`src/rtl/rpm_window_ctrl.sv`:
```
// rpm_window_ctrl: crank-tooth period measurement feeding a moving-sum
// window, with stall detection and window flush control.
module rpm_window_ctrl #(
  parameter int LENGTH_INPUT = 16,
  parameter int LENGTH_SUM   = 32,
  parameter int COUNT_SUMS   = 32
) (
  input  logic                    clk,
  input  logic                    reset,
  input  logic                    tooth_in,
  input  logic                    flush_req,
  input  logic [LENGTH_SUM-1:0]   sum_in,
  output logic [LENGTH_INPUT-1:0] sample_out,
  output logic                    shift_en,
  output logic [LENGTH_SUM-1:0]   rpm_sum,
  output logic                    sum_valid,
  output logic                    stalled
);

  localparam int FW = $clog2(COUNT_SUMS + 1);
  localparam logic [FW-1:0] FULL = FW'(COUNT_SUMS);
  localparam logic [LENGTH_INPUT-1:0] MAX = '1;

  typedef enum logic [1:0] {
    IDLE,
    MEASURE,
    FLUSH
  } state_t;

  state_t                  state_q, state_d;
  logic                    s1_q, s2_q, hist_q;
  logic [LENGTH_INPUT-1:0] cnt_q, cnt_d;
  logic [FW-1:0]           fcnt_q, fcnt_d;
  logic [FW-1:0]           fill_q, fill_d;
  logic [LENGTH_INPUT-1:0] sample_q, sample_d;
  logic                    shift_q, shift_d;
  logic [LENGTH_SUM-1:0]   rpm_q, rpm_d;
  logic                    valid_q, valid_d;
  logic                    stalled_q, stalled_d;
  logic                    tooth_evt;
  logic                    go_flush;

  assign tooth_evt  = s2_q & ~hist_q;
  assign sample_out = sample_q;
  assign shift_en   = shift_q;
  assign rpm_sum    = rpm_q;
  assign sum_valid  = valid_q;
  assign stalled    = stalled_q;

  // Synchronize the raw tooth input and keep one cycle of history
  always_ff @(posedge clk or posedge reset) begin
    if (reset) begin
      s1_q   <= 1'b0;
      s2_q   <= 1'b0;
      hist_q <= 1'b0;
    end else begin
      s1_q   <= tooth_in;
      s2_q   <= s1_q;
      hist_q <= s2_q;
    end
  end

  // State and datapath registers
  always_ff @(posedge clk or posedge reset) begin
    if (reset) begin
      state_q   <= IDLE;
      cnt_q     <= '0;
      fcnt_q    <= '0;
      fill_q    <= '0;
      sample_q  <= '0;
      shift_q   <= 1'b0;
      rpm_q     <= '0;
      valid_q   <= 1'b0;
      stalled_q <= 1'b0;
    end else begin
      state_q   <= state_d;
      cnt_q     <= cnt_d;
      fcnt_q    <= fcnt_d;
      fill_q    <= fill_d;
      sample_q  <= sample_d;
      shift_q   <= shift_d;
      rpm_q     <= rpm_d;
      valid_q   <= valid_d;
      stalled_q <= stalled_d;
    end
  end

  // Next-state: period measurement, flush sequencing, window capture
  always_comb begin
    state_d   = state_q;
    cnt_d     = cnt_q;
    fcnt_d    = fcnt_q;
    fill_d    = fill_q;
    sample_d  = sample_q;
    shift_d   = 1'b0;
    rpm_d     = rpm_q;
    valid_d   = valid_q;
    stalled_d = stalled_q;
    go_flush  = 1'b0;

    // Sum reflects the shift issued last cycle once the window is full
    if (shift_q && fill_q == FULL) begin
      rpm_d   = sum_in;
      valid_d = 1'b1;
    end

    if (flush_req) begin
      go_flush = 1'b1;
    end else begin
      case (state_q)
        IDLE: begin
          cnt_d = '0;
          if (tooth_evt) begin
            state_d   = MEASURE;
            cnt_d     = LENGTH_INPUT'(1);
            stalled_d = 1'b0;
          end
        end
        MEASURE: begin
          if (tooth_evt) begin
            sample_d = cnt_q;
            cnt_d    = LENGTH_INPUT'(1);
            shift_d  = 1'b1;
            if (fill_q != FULL) fill_d = fill_q + FW'(1);
          end else if (cnt_q == MAX) begin
            go_flush  = 1'b1;
            stalled_d = 1'b1;
          end else begin
            cnt_d = cnt_q + LENGTH_INPUT'(1);
          end
        end
        FLUSH: begin
          if (fcnt_q == FULL) begin
            state_d = IDLE;
          end else begin
            fcnt_d   = fcnt_q + FW'(1);
            shift_d  = 1'b1;
            sample_d = '0;
          end
        end
        default: state_d = IDLE;
      endcase
    end

    // Flush entry issues the first zero shift so every pulse lands in FLUSH
    if (go_flush) begin
      state_d  = FLUSH;
      fcnt_d   = FW'(1);
      shift_d  = 1'b1;
      sample_d = '0;
      cnt_d    = '0;
      fill_d   = '0;
      valid_d  = 1'b0;
      rpm_d    = '0;
    end
  end

endmodule

```
`config.mk`:
```
export PLATFORM = sky130hd
export DESIGN_NAME = rpm_window_ctrl
export DESIGN_NICKNAME = d
export VERILOG_FILES = /design/src/rtl/rpm_window_ctrl.sv
export SDC_FILE = /design/constraint.sdc
export NUM_CORES = 1
export LEC_CHECK = 0
export ABC_AREA = 1
export BUFFER_PORTS_ARGS = -buffer_cell sky130_fd_sc_hd__buf_2
export CORE_ASPECT_RATIO = 1.25
export CORE_MARGIN = 10
export CORE_UTILIZATION = 40
export DETAILED_ROUTE_END_ITERATION = 10
export HOLD_SLACK_MARGIN = 0.1
export PLACE_DENSITY = 0.58
export SYNTH_ARGS = -nofsm -noshare
export SYNTH_HDL_FRONTEND = slang
export SYNTH_SLANG_ARGS = --single-unit
export TNS_END_PERCENT = 1
```
`constraint.sdc`:
```
create_clock -name clk -period 2.7 [get_ports clk]
set_input_delay 0.135 -clock clk [delete_from_list [all_inputs] [get_ports clk]]
set_output_delay 0.135 -clock clk [all_outputs]
set_load 0.03 [all_outputs]
```
[Yosys cells after proc, flatten, opt, wreduce, memory -nomap -nowiden]
Cells that the tools add are included.
Storage, ports and cells
  register bits after elaboration: 84
  latch bits: 0
  memory bits (writable): 0
  memory bits (read-only): 0
  logic and storage cells: 93
  memories: 0
Operators by class
  $add $sub $neg: 3
  multipliers: 0
  divide/modulo/power cells: 0
  $lt $le $gt $ge: 0
  equality and inequality tests: 17
  shift-type cells: 0
  muxes and demuxes: 42
  bitwise operators: 3
  reductions and logical operators: 16
Operators by type and width (number)
  16-bit two-way mux: 8
  32-bit two-way mux: 2
  16-bit one-hot mux with 2 select lines: 2
  6-bit two-way mux: 9
  16-bit by 1-bit adder with 16-bit output, second input constant: 1
  16-bit equality test, second input constant: 1
  1-bit two-way mux: 14
  6-bit by 1-bit adder with 6-bit output, second input constant: 2
  6-bit equality test, second input constant: 2
  3-bit inequality test, second input constant: 4
  4-bit AND reduction: 3
  2-bit nonzero test: 6
  2-bit inequality test, second input constant: 5
  2-bit two-way mux: 4
  6-bit inequality test, second input constant: 1
  2-bit one-hot mux with 3 select lines: 1
  3-bit AND reduction: 2
  3-bit nonzero test: 2
  5-bit AND reduction: 1
  4-bit inequality test, second input constant: 1
  1-bit one-hot mux with 2 select lines: 2
  2-bit by 1-bit equality test with 1-bit output, second input constant: 1
  2-bit equality test, second input constant: 1
  2-bit logical NOT: 1
  other kinds (4): 5

[Depth between registers and ports, before layout]
  word-level depth: 7
  gate-level depth with buffers: 12
  depth with buffers taken out: 11

[Least setup slack after synthesis]
No wires, ideal clock.
  kind: register to register
  from: register cnt_q[0]
  to: register rpm_q[28], in the netlist rpm_sum[28]
  setup time: 0.066 ns
  arrival time: 1.555 ns
  required time: 2.634 ns
  setup slack: 1.079 ns
  stages on the path, launching flop included: 13
  path buffers: 2
  clock period less this slack: 1.621 ns
  cells stage by stage: dfrtp_1 ha_1 nand2_1 nor2_2 inv_1 nor2_4 nand2_2 inv_2 a21oi_2 buf_6 buf_6 nand3_2 nand2_1
On the way
  cells in the longest elaborated chain, start to end: 6
Ends and longest elaborated chain
  from (decl): RTL line 32  | logic [LENGTH_INPUT-1:0] cnt_q, cnt_d;
  from (signal assigned): RTL line 77  | cnt_q <= cnt_d;
  16-bit equality test *: RTL line 125  | end else if (cnt_q == MAX) begin
  1-bit two-way mux *: RTL line 125
  1-bit two-way mux *: RTL line 120  | if (tooth_evt) begin
  1-bit two-way mux *: RTL line 110  | case (state_q)
  1-bit two-way mux *: RTL line 107  | if (flush_req) begin
  32-bit two-way mux / 2-bit nonzero test (equally long branches)
  to (signal assigned): RTL line 82  | rpm_q <= rpm_d;
  to (decl): RTL line 37  | logic [LENGTH_SUM-1:0] rpm_q, rpm_d;
Every way passes the cells marked *; elsewhere a longest branch is shown, timed or not.
A chain may end at the register's enable or synchronous reset.

[Final worst setup path]
  from: register state_q[1]
  to: register cnt_q[12]
On the way
  cells in the longest elaborated chain, start to end: 5
Ends and longest elaborated chain
  from (decl): RTL line 30  | state_t state_q, state_d;
  from (signal assigned): RTL line 76  | state_q <= state_d;
  2-bit by 1-bit equality test with 1-bit output: RTL line 110
  1-bit two-way mux: RTL line 110
  1-bit two-way mux: RTL line 107
  4-bit inequality test (no line) (tied with other cells)
  3-bit AND reduction (no line)
Several ways; a longest one is shown, not always the timed one. The select of a mux whose other input is x is not followed.

==> impl_metrics.csv <==
group,metric,value,unit
sta,clock.fmax,503,MHz
finish,finalCoreUtilization,52.8,%
floorplan,core_area,10200,µm²
drt,drtPass1Iterations,4,
placement,port_buffers,86,
critical_path,end_kind,"flop",
finish,regArea,2100,µm²
floorplan,initial_core_util,41.2,%
critical_path,path_cells,"inv_1, ha_1, inv_2, nand3_1, nand2_1, nor2_1, o21ai_0, nor2_1",
grt,grt_util_all_layers,15.2,%
critical_path,r2r_cells,8,
sta,max_slew_margin,56.5,%
synth,synth_xor_area_share,1.05,%
clock_network,cts_buffer_depth,2,
critical_path,criticalPathCategory,"reg -> reg",
power,ir_drop,0.405,mV
sta,drv_slew,0,
floorplan,num_rows,41,
clock_network,clock_sinks,84,
outcome,outcome,"finished, final reports clean",
flow_run,drv_cap,0,
synth,postSynthCellCount,500,
placement,hpwlAfterDp,8070,µm
finish,multi_input_area,1740,µm²
synth,muxShareOfSynthArea,0,%
critical_path,crit_cells,8,
critical_path,critPathLaunchType,"flop",
synth,synth-adder-area-share,2.39,%
finish,n_fill_cell,998,
drt,drc_errors,0,
clock_network,htree_levels,3,
finish,nets,659,
grt,grt_pass1_vias,3882,
synth,synth_compound_area_share,3.44,%
clock_network,cts_root_buf,"clkbuf_16",
power,power_density,580,nW/µm²
critical_path,crit_family,"simple AND/OR/NAND/NOR gates",
drt,wl_per_cell,15.4,µm
placement,place_congestion,0.872,
clock_network,cts_buffers,9,
synth,yosys-top-cells-area,"dfrtp_1 (50%), nand2_1 (8.9%), nand4_1 (8.1%)",
power,cellLeakagePower,2.85,nW
drt,postRouteAntennaNets,0,
synth,ys_warn_count,0,
synth,ys_ff_latch,84,
critical_path,worst_path_max_delay_cell,"dfrtp_1",
drt,routed_via_density,5.18,
clock_network,clkTransAtPathRegs,0.07,ns
grt,overflow,0,
synth,synth_top_family_by_area,"simple AND/OR/NAND/NOR gates",
synth,netlist_area,4190,µm²
floorplan,die_area,15000,µm²
critical_path,cp_num_buf_inv,2,
floorplan,die_h,134,µm
placement,dp_cells,699,
finish,design_area,5370,µm²
sta,hold_violations,0,
sta,finalSetupTns,0,ns
sta,tightestPinTransition,0.652,ns
critical_path,crit_arrival,2.22,ns
clock_network,ctsResizeCount,0,
critical_path,slowest_delay,0.39,ns
grt,antenna_found_initial,0,
min_path,worstHoldPathType,"in -> reg",
synth,yosys.cell_types.count,29,
sta,finalSetupViolCount,0,
drt,drt_iter0_drc,218,
drt,wirelength,11600,µm
floorplan,die_x,112,µm
synth,synth_top_cell_by_area,"dfrtp_1",
critical_path,worstPathRequired,2.93,ns
drt,detailroute.via_count,3877,
sta,fin_crit_sh,73.7,%
floorplan,io_pins,87,
clock_network,cts_tree,"done",
placement,postPlaceCellArea,4740,µm²
grt,grt_max_degree,51,
synth,post_synth.cell_area_avg,8.37,µm²
synth,synth-simple-area-share,34.5,%
finish,drive_above_1_share,23.1,%
finish,syn_to_final_growth,28.2,%
sta,fin_crit,1.99,ns
synth,synth_top_cell_area_share,50.2,%
synth,syn-num-nets,544,
synth,seq_area_frac_synth,50.2,%
finish,n_antenna_cell,0,
clock_network,insertion_delay,0.34,ns
critical_path,cpMostUsedCell,"nor2_1",
critical_path,worst-path-max-fanout,12,
sta,rsz0062_at_grt,"false",
sta,finClkSkew,0.0105,ns
power,power,3.11,mW
finish,instances_no_fill,749,
min_path,hold_depth,3,
grt,grt_pass1_wl,19200,µm
-- sequential cells by signal, indices dropped and copies added, names as in the netlist, 2 cells and up --
signal      count
cnt_q          16
fcnt_q          6
fill_q          6
rpm_sum        32
sample_out     16
state_q         2
-- power breakdown --
| part | internal, mW | switching (mW) |
|---|---|---|
| Clock | 0.655 | 0.527 |
| Combinational | 0.185 | 0.412 |
| Sequential | 1.30 | 0.0354 |
| Total | 2.14 | 0.975 |
-- cell families (layout without fill, tap and decap cells) --
group	after synthesis	in the layout
DFF	84	84
AOI/OAI and AO/OA	26	26
adders and majority gates	8	8
buffers and inverters	79	199
xor gates and xnor gates	5	5
and+or+nand+nor	298	298
-- area by class of cell --
| class | count | area share [%] |
|---|---|---|
| clock buffers | 10 | 4.45 |
| clock inverters | 6 | 0.863 |
| inverters | 51 | 3.59 |
| multi-input cells | 337 | 32.4 |
| flip-flops and latches | 84 | 39.2 |
| well taps | 129 | 3.01 |
| repair buffers | 132 | 16.5 |
-- cells in the final DEF, fill, tap and decap left out --
cell	n
nand2_1	99
clkbuf_16	9
o21ai_0	6
o22ai_1	3
clkbuf_8	1
buf_4	10
o21a_1	1
nor2_2	2
buf_12	2
a21oi_4	1
or2_0	1
nor3_1	9
nand2_2	7
inv_6	2
clkinv_4	1
nand4_1	54
clkinvlp_4	2
o21ai_1	1
and3_1	2
ha_1	8
xor2_1	5
nor4_1	1
clkinv_2	2
nor2_4	1
o21ai_2	1
a21oi_1	13
nand3_1	58
inv_1	44
nand3b_1	1
nor2_1	53
inv_2	6
nand3_2	10
dlygate4sd3_1	34
buf_2	86
dfrtp_1	84
-- routing by layer --
| metal | vias to the layer above | GRT usage, % | part of all wire, % |
|---|---|---|---|
| met5 | - | 0 | 0 |
| met2 | 136 | 25.1 | 48 |
| li1 | 1901 | - | - |
| met1 | 1816 | 18.1 | 42 |
| met3 | 24 | 3.57 | 6.7 |
| met4 | 0 | 7.58 | 2.6 |
-- cell usage after synthesis --
cell / instances
buf_2: 12
or2_0: 1
a21oi_1: 13
xor2_1: 5
and3_1: 2
nor4_1: 1
nand3_2: 10
nand2_2: 7
o21ai_2: 1
nand3_1: 58
nor3_1: 9
inv_2: 6
a21oi_2: 1
ha_1: 8
o21ai_0: 6
nand2_1: 99
nand3b_1: 1
dfrtp_1: 84
nand4_1: 54
clkbuf_1: 10
o22ai_1: 3
nor2_4: 1
nor2_2: 2
o21ai_1: 1
o21a_1: 1
inv_1: 45
buf_4: 1
buf_6: 5
nor2_1: 53
-- final timing paths --
path | from | to | slack [ns]
min in group asynchronous | reset | rpm_sum[14] | 0.41
max reg2reg | state_q[1] | cnt_q[12] | 0.71
max | state_q[1] | cnt_q[12] | 0.71
min | flush_req | stalled | 0.15
max in group asynchronous | reset | rpm_sum[8] | 1.51
min reg2reg | s1_q | s2_q | 0.35
-- worst reg2reg max path, cell delays in order (launching register included) --
cell,delay [ns]
dfrtp_1,0.39
inv_1,0.08
ha_1,0.24
inv_2,0.15
nand3_1,0.37
nand2_1,0.32
nor2_1,0.10
o21ai_0,0.16
nor2_1,0.06
-- through the flow --
| stage | worst slack, ns | hold slack (ns) |
|---|---|---|
| after floorplan | 0.400 | 0.166 |
| after global placement | 0.768 | 0.240 |
| after detailed placement | 0.727 | 0.245 |
| after CTS | 0.714 | 0.135 |
| after global routing | 0.475 | 0.169 |
| final | 0.711 | 0.147 |
-- repair_timing --
item / 4_1_cts / 5_1_grt
hold buffers: 34 / 0
setup buffers: 0 / 0
hold endpoints to repair: 68 / 0
(Power assumes the default switching activity.)
